--- src/rtl/hazard_ctrl_if.sv ---
// rtl/hazard_ctrl_if.sv - hazard controller signal bundle; perf counter outputs exist only with HAZARD_PERF_EN.
interface hazard_ctrl_if;
  logic [4:0]  rsD, rtD, rsE, rtE;
  logic [4:0]  writeRegE, writeRegM, writeRegW;
  logic        regWriteE, regWriteM, regWriteW;
  logic        memToRegE, memToRegM;
  logic        branchD, pcSrcD, jumpD, mdStartE;
  logic        stallF, stallD, stallE;
  logic        flushD, flushE, flushM;
  logic        forwardAD, forwardBD;
  logic [1:0]  forwardAE, forwardBE;
  logic        mdBusy;
`ifdef HAZARD_PERF_EN
  logic [31:0] stallCycles, lwStallCount, mdStallCount;
`endif

  modport slave (
    input  rsD, rtD, rsE, rtE, writeRegE, writeRegM, writeRegW,
           regWriteE, regWriteM, regWriteW, memToRegE, memToRegM,
           branchD, pcSrcD, jumpD, mdStartE,
    output stallF, stallD, stallE, flushD, flushE, flushM,
           forwardAD, forwardBD, forwardAE, forwardBE, mdBusy
`ifdef HAZARD_PERF_EN
    , output stallCycles, lwStallCount, mdStallCount
`endif
  );

  modport master (
    output rsD, rtD, rsE, rtE, writeRegE, writeRegM, writeRegW,
           regWriteE, regWriteM, regWriteW, memToRegE, memToRegM,
           branchD, pcSrcD, jumpD, mdStartE,
    input  stallF, stallD, stallE, flushD, flushE, flushM,
           forwardAD, forwardBD, forwardAE, forwardBE, mdBusy
`ifdef HAZARD_PERF_EN
    , input stallCycles, lwStallCount, mdStallCount
`endif
  );
endinterface

--- src/rtl/hazard_ctrl.sv ---
// rtl/hazard_ctrl.sv - 5-stage MIPS hazard unit: forwarding, load-use/branch stalls, mult/div hold FSM.
// Optional stall statistics counters are enabled by HAZARD_PERF_EN.
module hazard_ctrl #(
  parameter int MD_LATENCY = 4,
  parameter int CNT_W      = 4
) (
  input  logic           clk,
  input  logic           rst,
  hazard_ctrl_if.slave   hz
);

  typedef enum logic {IDLE, BUSY} state_t;

  state_t             state_q, state_d;
  logic [CNT_W-1:0]   cnt_q, cnt_d;
  logic               md_stall, lw_stall, br_stall, any_stall;

  // Register 0 is hardwired to zero, so it never creates a dependency.
  function automatic logic hit(input logic [4:0] a, input logic [4:0] b);
    return (a != 5'd0) && (a == b);
  endfunction

  always_comb begin
    hz.forwardAE = 2'b00;
    if (hz.regWriteM && hit(hz.rsE, hz.writeRegM))      hz.forwardAE = 2'b10;
    else if (hz.regWriteW && hit(hz.rsE, hz.writeRegW)) hz.forwardAE = 2'b01;
    hz.forwardBE = 2'b00;
    if (hz.regWriteM && hit(hz.rtE, hz.writeRegM))      hz.forwardBE = 2'b10;
    else if (hz.regWriteW && hit(hz.rtE, hz.writeRegW)) hz.forwardBE = 2'b01;
  end

  assign hz.forwardAD = hz.regWriteM && hit(hz.rsD, hz.writeRegM);
  assign hz.forwardBD = hz.regWriteM && hit(hz.rtD, hz.writeRegM);

  assign lw_stall = hz.memToRegE && (hit(hz.rtE, hz.rsD) || hit(hz.rtE, hz.rtD));
  assign br_stall = hz.branchD &&
      ((hz.regWriteE && (hit(hz.writeRegE, hz.rsD) || hit(hz.writeRegE, hz.rtD))) ||
       (hz.memToRegM && (hit(hz.writeRegM, hz.rsD) || hit(hz.writeRegM, hz.rtD))));

  always_ff @(posedge clk or negedge rst) begin
    if (!rst) begin
      state_q <= IDLE;
      cnt_q   <= '0;
    end else begin
      state_q <= state_d;
      cnt_q   <= cnt_d;
    end
  end

  // The stall covers the entry cycle plus MD_LATENCY-2 busy cycles; the last busy cycle releases.
  always_comb begin
    state_d  = state_q;
    cnt_d    = cnt_q;
    md_stall = 1'b0;
    case (state_q)
      IDLE: begin
        if (hz.mdStartE) begin
          md_stall = 1'b1;
          state_d  = BUSY;
          cnt_d    = CNT_W'(MD_LATENCY - 2);
        end
      end
      BUSY: begin
        if (cnt_q != '0) begin
          md_stall = 1'b1;
          cnt_d    = cnt_q - CNT_W'(1);
        end else begin
          state_d = IDLE;
        end
      end
      default: state_d = IDLE;
    endcase
  end

  // Stall/flush outputs are gated by reset so they drop without waiting for a clock.
  assign any_stall = rst & (lw_stall | br_stall | md_stall);
  assign hz.stallF = any_stall;
  assign hz.stallD = any_stall;
  assign hz.stallE = rst & md_stall;
  assign hz.flushM = rst & md_stall;
  assign hz.flushE = rst & (lw_stall | br_stall) & ~md_stall;
  assign hz.flushD = rst & (hz.pcSrcD | hz.jumpD) & ~any_stall;
  assign hz.mdBusy = (state_q == BUSY);

`ifdef HAZARD_PERF_EN
  logic [31:0] stall_cycles_q, lw_count_q, md_count_q;

  always_ff @(posedge clk or negedge rst) begin
    if (!rst) begin
      stall_cycles_q <= '0;
      lw_count_q     <= '0;
      md_count_q     <= '0;
    end else begin
      if (any_stall && stall_cycles_q != 32'hFFFF_FFFF) stall_cycles_q <= stall_cycles_q + 32'd1;
      if (lw_stall && lw_count_q != 32'hFFFF_FFFF)      lw_count_q     <= lw_count_q + 32'd1;
      if (state_q == IDLE && state_d == BUSY && md_count_q != 32'hFFFF_FFFF)
        md_count_q <= md_count_q + 32'd1;
    end
  end

  assign hz.stallCycles  = stall_cycles_q;
  assign hz.lwStallCount = lw_count_q;
  assign hz.mdStallCount = md_count_q;
`endif

endmodule

--- src/flat_wrapper.sv ---
// flat-port wrapper written by rule: the top's interface ports become plain ports
module hazard_ctrl_flat 
#(
  parameter int MD_LATENCY = 4,
  parameter int CNT_W      = 4
)
  (clk, rst, hz_rsD, hz_rtD, hz_rsE, hz_rtE, hz_writeRegE, hz_writeRegM, hz_writeRegW, hz_regWriteE, hz_regWriteM, hz_regWriteW, hz_memToRegE, hz_memToRegM, hz_branchD, hz_pcSrcD, hz_jumpD, hz_mdStartE, hz_stallF, hz_stallD, hz_stallE, hz_flushD, hz_flushE, hz_flushM, hz_forwardAD, hz_forwardBD, hz_forwardAE, hz_forwardBE, hz_mdBusy);
  hazard_ctrl_if hz_i ();
  input  logic clk;
  input  logic rst;
  input wire logic [$bits(hz_i.rsD)-1:0] hz_rsD;
  input wire logic [$bits(hz_i.rtD)-1:0] hz_rtD;
  input wire logic [$bits(hz_i.rsE)-1:0] hz_rsE;
  input wire logic [$bits(hz_i.rtE)-1:0] hz_rtE;
  input wire logic [$bits(hz_i.writeRegE)-1:0] hz_writeRegE;
  input wire logic [$bits(hz_i.writeRegM)-1:0] hz_writeRegM;
  input wire logic [$bits(hz_i.writeRegW)-1:0] hz_writeRegW;
  input wire logic [$bits(hz_i.regWriteE)-1:0] hz_regWriteE;
  input wire logic [$bits(hz_i.regWriteM)-1:0] hz_regWriteM;
  input wire logic [$bits(hz_i.regWriteW)-1:0] hz_regWriteW;
  input wire logic [$bits(hz_i.memToRegE)-1:0] hz_memToRegE;
  input wire logic [$bits(hz_i.memToRegM)-1:0] hz_memToRegM;
  input wire logic [$bits(hz_i.branchD)-1:0] hz_branchD;
  input wire logic [$bits(hz_i.pcSrcD)-1:0] hz_pcSrcD;
  input wire logic [$bits(hz_i.jumpD)-1:0] hz_jumpD;
  input wire logic [$bits(hz_i.mdStartE)-1:0] hz_mdStartE;
  output wire logic [$bits(hz_i.stallF)-1:0] hz_stallF;
  output wire logic [$bits(hz_i.stallD)-1:0] hz_stallD;
  output wire logic [$bits(hz_i.stallE)-1:0] hz_stallE;
  output wire logic [$bits(hz_i.flushD)-1:0] hz_flushD;
  output wire logic [$bits(hz_i.flushE)-1:0] hz_flushE;
  output wire logic [$bits(hz_i.flushM)-1:0] hz_flushM;
  output wire logic [$bits(hz_i.forwardAD)-1:0] hz_forwardAD;
  output wire logic [$bits(hz_i.forwardBD)-1:0] hz_forwardBD;
  output wire logic [$bits(hz_i.forwardAE)-1:0] hz_forwardAE;
  output wire logic [$bits(hz_i.forwardBE)-1:0] hz_forwardBE;
  output wire logic [$bits(hz_i.mdBusy)-1:0] hz_mdBusy;
  assign hz_i.rsD = hz_rsD;
  assign hz_i.rtD = hz_rtD;
  assign hz_i.rsE = hz_rsE;
  assign hz_i.rtE = hz_rtE;
  assign hz_i.writeRegE = hz_writeRegE;
  assign hz_i.writeRegM = hz_writeRegM;
  assign hz_i.writeRegW = hz_writeRegW;
  assign hz_i.regWriteE = hz_regWriteE;
  assign hz_i.regWriteM = hz_regWriteM;
  assign hz_i.regWriteW = hz_regWriteW;
  assign hz_i.memToRegE = hz_memToRegE;
  assign hz_i.memToRegM = hz_memToRegM;
  assign hz_i.branchD = hz_branchD;
  assign hz_i.pcSrcD = hz_pcSrcD;
  assign hz_i.jumpD = hz_jumpD;
  assign hz_i.mdStartE = hz_mdStartE;
  assign hz_stallF = hz_i.stallF;
  assign hz_stallD = hz_i.stallD;
  assign hz_stallE = hz_i.stallE;
  assign hz_flushD = hz_i.flushD;
  assign hz_flushE = hz_i.flushE;
  assign hz_flushM = hz_i.flushM;
  assign hz_forwardAD = hz_i.forwardAD;
  assign hz_forwardBD = hz_i.forwardBD;
  assign hz_forwardAE = hz_i.forwardAE;
  assign hz_forwardBE = hz_i.forwardBE;
  assign hz_mdBusy = hz_i.mdBusy;
  hazard_ctrl #(.MD_LATENCY(MD_LATENCY), .CNT_W(CNT_W)) u_core (.clk(clk), .rst(rst), .hz(hz_i));
endmodule
--- config.mk ---
export PLATFORM = sky130hd
export DESIGN_NAME = hazard_ctrl_flat
export DESIGN_NICKNAME = d
export VERILOG_FILES = /design/src/rtl/hazard_ctrl_if.sv /design/src/rtl/hazard_ctrl.sv /design/src/flat_wrapper.sv
export SDC_FILE = /design/constraint.sdc
export NUM_CORES = 1
export LEC_CHECK = 0
export CAP_MARGIN = 20
export CORE_ASPECT_RATIO = 2
export CORE_MARGIN = 8
export CORE_UTILIZATION = 39
export CTS_CLUSTER_DIAMETER = 40
export DETAILED_ROUTE_END_ITERATION = 8
export PLACE_DENSITY = 0.85
export SYNTH_ARGS = -nofsm -noshare
export SYNTH_HDL_FRONTEND = slang
export SYNTH_SLANG_ARGS = --single-unit
--- constraint.sdc ---
create_clock -name clk -period 2.8 [get_ports clk]
set_clock_uncertainty 0.15 [all_clocks]
set_input_delay 0.56 -clock clk [delete_from_list [all_inputs] [get_ports clk]]
set_output_delay 0.56 -clock clk [all_outputs]
set_load 0.03 [all_outputs]
==> impl.org <==
** STA
- Post-layout minimum cycle time :: between 2000 and 3000 ps
- Maximum frequency from static timing analysis :: 0.363 GHz
- RSZ-0062 raised after global routing :: false
- Setup violations remaining at the end of the flow were counted as 0.
- Slew margin rel. :: 71.2%
- Period utilisation layout :: 98.5%
- The final hold violation count is 0.
- Final hold analysis gives a worst-case slack of 450 ps.
- Final Max Slew Viols :: 0
- Slew at the pin with the worst max-slew slack :: ~430 ps

** Die
- The floorplan step set the die height to between 90 and 100 um.
- In this run the core area contains 27 standard-cell rows.
- After floorplanning, the core was sized to cover 2700 um2.
- From left edge to right edge, the die measures 53.2 um.
- Die area :: between 4000 and 5000 um2
- Effective utilization at floorplan :: 40.0%
- In this run the count of I/O pins placed on the die edge is 59.

** Power
- Power per unit of standard cell area :: 413 nW/um2
- For this design the static power due to leakage is 0.855 nW.
- VDD sags by at most between 0.00015 and 0.0002 V.

** GRT
- The number of global-route vias before repair came to 1611.
- The total overflow left after global routing is 0.
- Pin count of the biggest net entering global routing :: 8
- The number of antenna violations at the first check in global routing came to 0.
- Across every metal layer, demand over resource in global routing totals 19.2%.
- The first global-routing pass estimated 7360 um of wire.

** Detailed routing
- Via count :: 1389
- Per-cell routed wire length :: 18.5 um
- For this block, the initial DRC count from the detailed router was 24.
- In this run the remaining antenna-violating nets after routing total 0.
- Number of vias per cell :: 5.51
- Post-Route WL :: 4660 um
- The first detailed-routing pass ran for 4 iterations.
- For this run, design rule violations remaining after detail routing come to 0.

** Place
- Cell total after placement :: 242
- In this run the tool buffered the top-level ports with 58 buffer cells.
- Gp weighted congestion :: ~0.96
- The HPWL after detailed placement is 3780 um.

** Clock network
- Root Buffer :: clkbuf_8
- Number of clock buffers inserted by TritonCTS :: 3
- In this run the number of H-tree levels came out at 1.
- After clock tree synthesis, the flow added hold-fix buffers numbering 0.
- Clock tree synthesis found a total of 5 sinks.
- For the worst-skew pair, the clock arrives at the later sink with an insertion delay of 220 ps.
- Largest buffer count on any clock path :: 2
- TritonCTS built the clock tree.
- After clock tree synthesis, the clock-pin slew on the worst setup and hold paths is about 40 ps.

** Worst setup path
- Register-to-register setup slack :: 1160 ps
- The worst setup path is launched from an input pin.
- The critical path in this run is classified as in -> out.
- At the worst endpoint, the arrival time is between 2000 and 2500 ps.
- Worst setup EP type :: primary output
- Required time worst endpoint :: 2090 ps
- Along the worst path, the maximum fanout reaches 3.

** Synth
- Counting flops and latches in the post-synthesis netlist gives 5.
- Cell types occupying the most area after synthesis :: xnor2_1 29%, xor2_1 12%, dfrtp_1 12%, buf_4 4.2%, or4_1 3.5%
- The synthesized netlist devotes a little under a tenth of its cell area to compound gates.
- Yosys instantiated no cell more often than xnor2_1.
- Area fraction of the dominant cell type after synthesis :: 29.2%
- Summing the areas of all xor and xnor instances in the mapped netlist gives between 40% and 50% of the synthesized area.
- Most instantiated flip-flop cell in the synthesis netlist :: dfrtp_1
- After synthesis the cells add up to approximately 1100 um2.
- Number of cells produced by synthesis :: ~130
- Multiplexer share of the synthesized area :: between 1 and 1.5%
- Share of flip-flops with an asynchronous set or reset after synthesis :: 100%
- The synthesized design contains 0 enable-type register cells.
- Combinational family with the most area after synthesis :: XOR/XNOR gates
- For this run, the number of Yosys warnings is 0.
- The synthesized netlist devotes between 2 and 2.5% of its cell area to adder and majority cells.
- The number of nets handed over by synthesis was 181.
- A synthesized cell averages just over 8 um2.
- Ranking of synthesized cells by instance count :: 36 x xnor2_1, 15 x xor2_1
- Count of cell types in the netlist :: 33
- Post-synthesis simple-gate area fraction :: 24.4%
- Seq/Total Area, Yosys :: 11.6%
- Largest area contributor in the netlist :: xnor2_1

** Finish
- Final core area utilization :: 74.7%
- Final standard cell count with taps included and fillers excluded :: 252
- Number of antenna cells inserted :: 0
- Layout cell share with drive strength beyond 1 :: between 30% and 40%
- Compared with the post-synthesis result, the final layout area differs by 86.8%.
- At the end of the flow, the number of nets in the layout was 272.

** Worst hold path
- Kind of path behind the tightest hold check :: reg -> reg

** Run
- The tool flagged a number of max-cap violations equal to 0.

** Outcome
- The flow ran to the end, and the final reports show no timing, DRC or antenna violations.
## cell usage in the layout (no fill, tap or decap), types with 5 or more instances in the layout
master and count:
nor2_1 5, xor2_1 15, dfrtp_1 5, clkbuf_2 10, dlygate4sd2_1 16, o21ai_0 5
clkdlybuf4s50_1 16, nand3_1 6, xnor2_1 33, buf_4 46, buf_6 6, nand2_1 6
## report_power, final
part	switching (W)	total (W)	leakage [nW]	internal [W]
Sequential	0.0000406	0.000151	0.0578	0.000111
Clock	0.0000373	0.000135	0.0228	0.0000979
Combinational	0.000285	0.000548	0.775	0.000264
## layout make-up
type,count,area (um2)
flip-flops and latches,5,125
well taps,29,36.3
repair buffers,98,806
fillers,196,683
multi-input cells,112,992
inverters,4,15.0
clock buffers,4,45.0
## flip-flops by register name, indices dropped and copies added (netlist names)
| signal | cells |
|---|---|
| u_core.cnt_q | 4 |
| u_core.hz.mdBusy | 1 |
## kinds of logic after synthesis
kind of cell	count (synthesis)
buf+inv	16
mux	1
fa+ha+maj	2
flops	5
xor+xnor	51
simple gates	44
compound gates	14
## final timing paths
kind | cells after the start | from | endpoint
setup / recovery | 6 | hz_rtE[2] | hz_forwardBE[0]
hold / removal | 2 | u_core.hz.mdBusy | u_core.cnt_q[3]
setup reg to reg | 7 | u_core.cnt_q[1] | u_core.cnt_q[3]
hold reg to reg | 2 | u_core.hz.mdBusy | u_core.cnt_q[3]
max in group asynchronous | 2 | rst | u_core.cnt_q[1]
min in group asynchronous | 2 | rst | u_core.cnt_q[3]
## routing by layer
layer	GRT usage [%]	part of all wire, %
met5	0	0
met4	9.32	4.0
met3	5.94	8.9
met2	34.4	53
met1	18.1	34
## stage by stage
step | total power (W) | setup TNS [ps] | area [um2] | setup WS [ps]
floorplan | 0.000442 | 0 | 1120 | 33.8
global placement | 0.000612 | -1210 | 1870 | -223
detailed placement | 0.000647 | -1440 | 1870 | -258
CTS | 0.000795 | 0 | 1970 | 2.16
global route | 0.000887 | 0 | 2020 | 0.109
finish | 0.000835 | 0 | 2020 | 42.6
## critical path, cell delays in order
cell and delay (ps):
dlygate4sd2_1 270, or4_4 570, nor2_4 110, nor4_2 70
nor4_4 290, buf_6 170
## repair_timing
item / 4_1_cts / 5_1_grt
buffers inserted: 2 / 5
gates resized for setup: 46 / 30
pin swaps: 16 / 22
setup endpoints to repair: 10 / 7
Note: power is estimated with default switching activity, not from simulation.
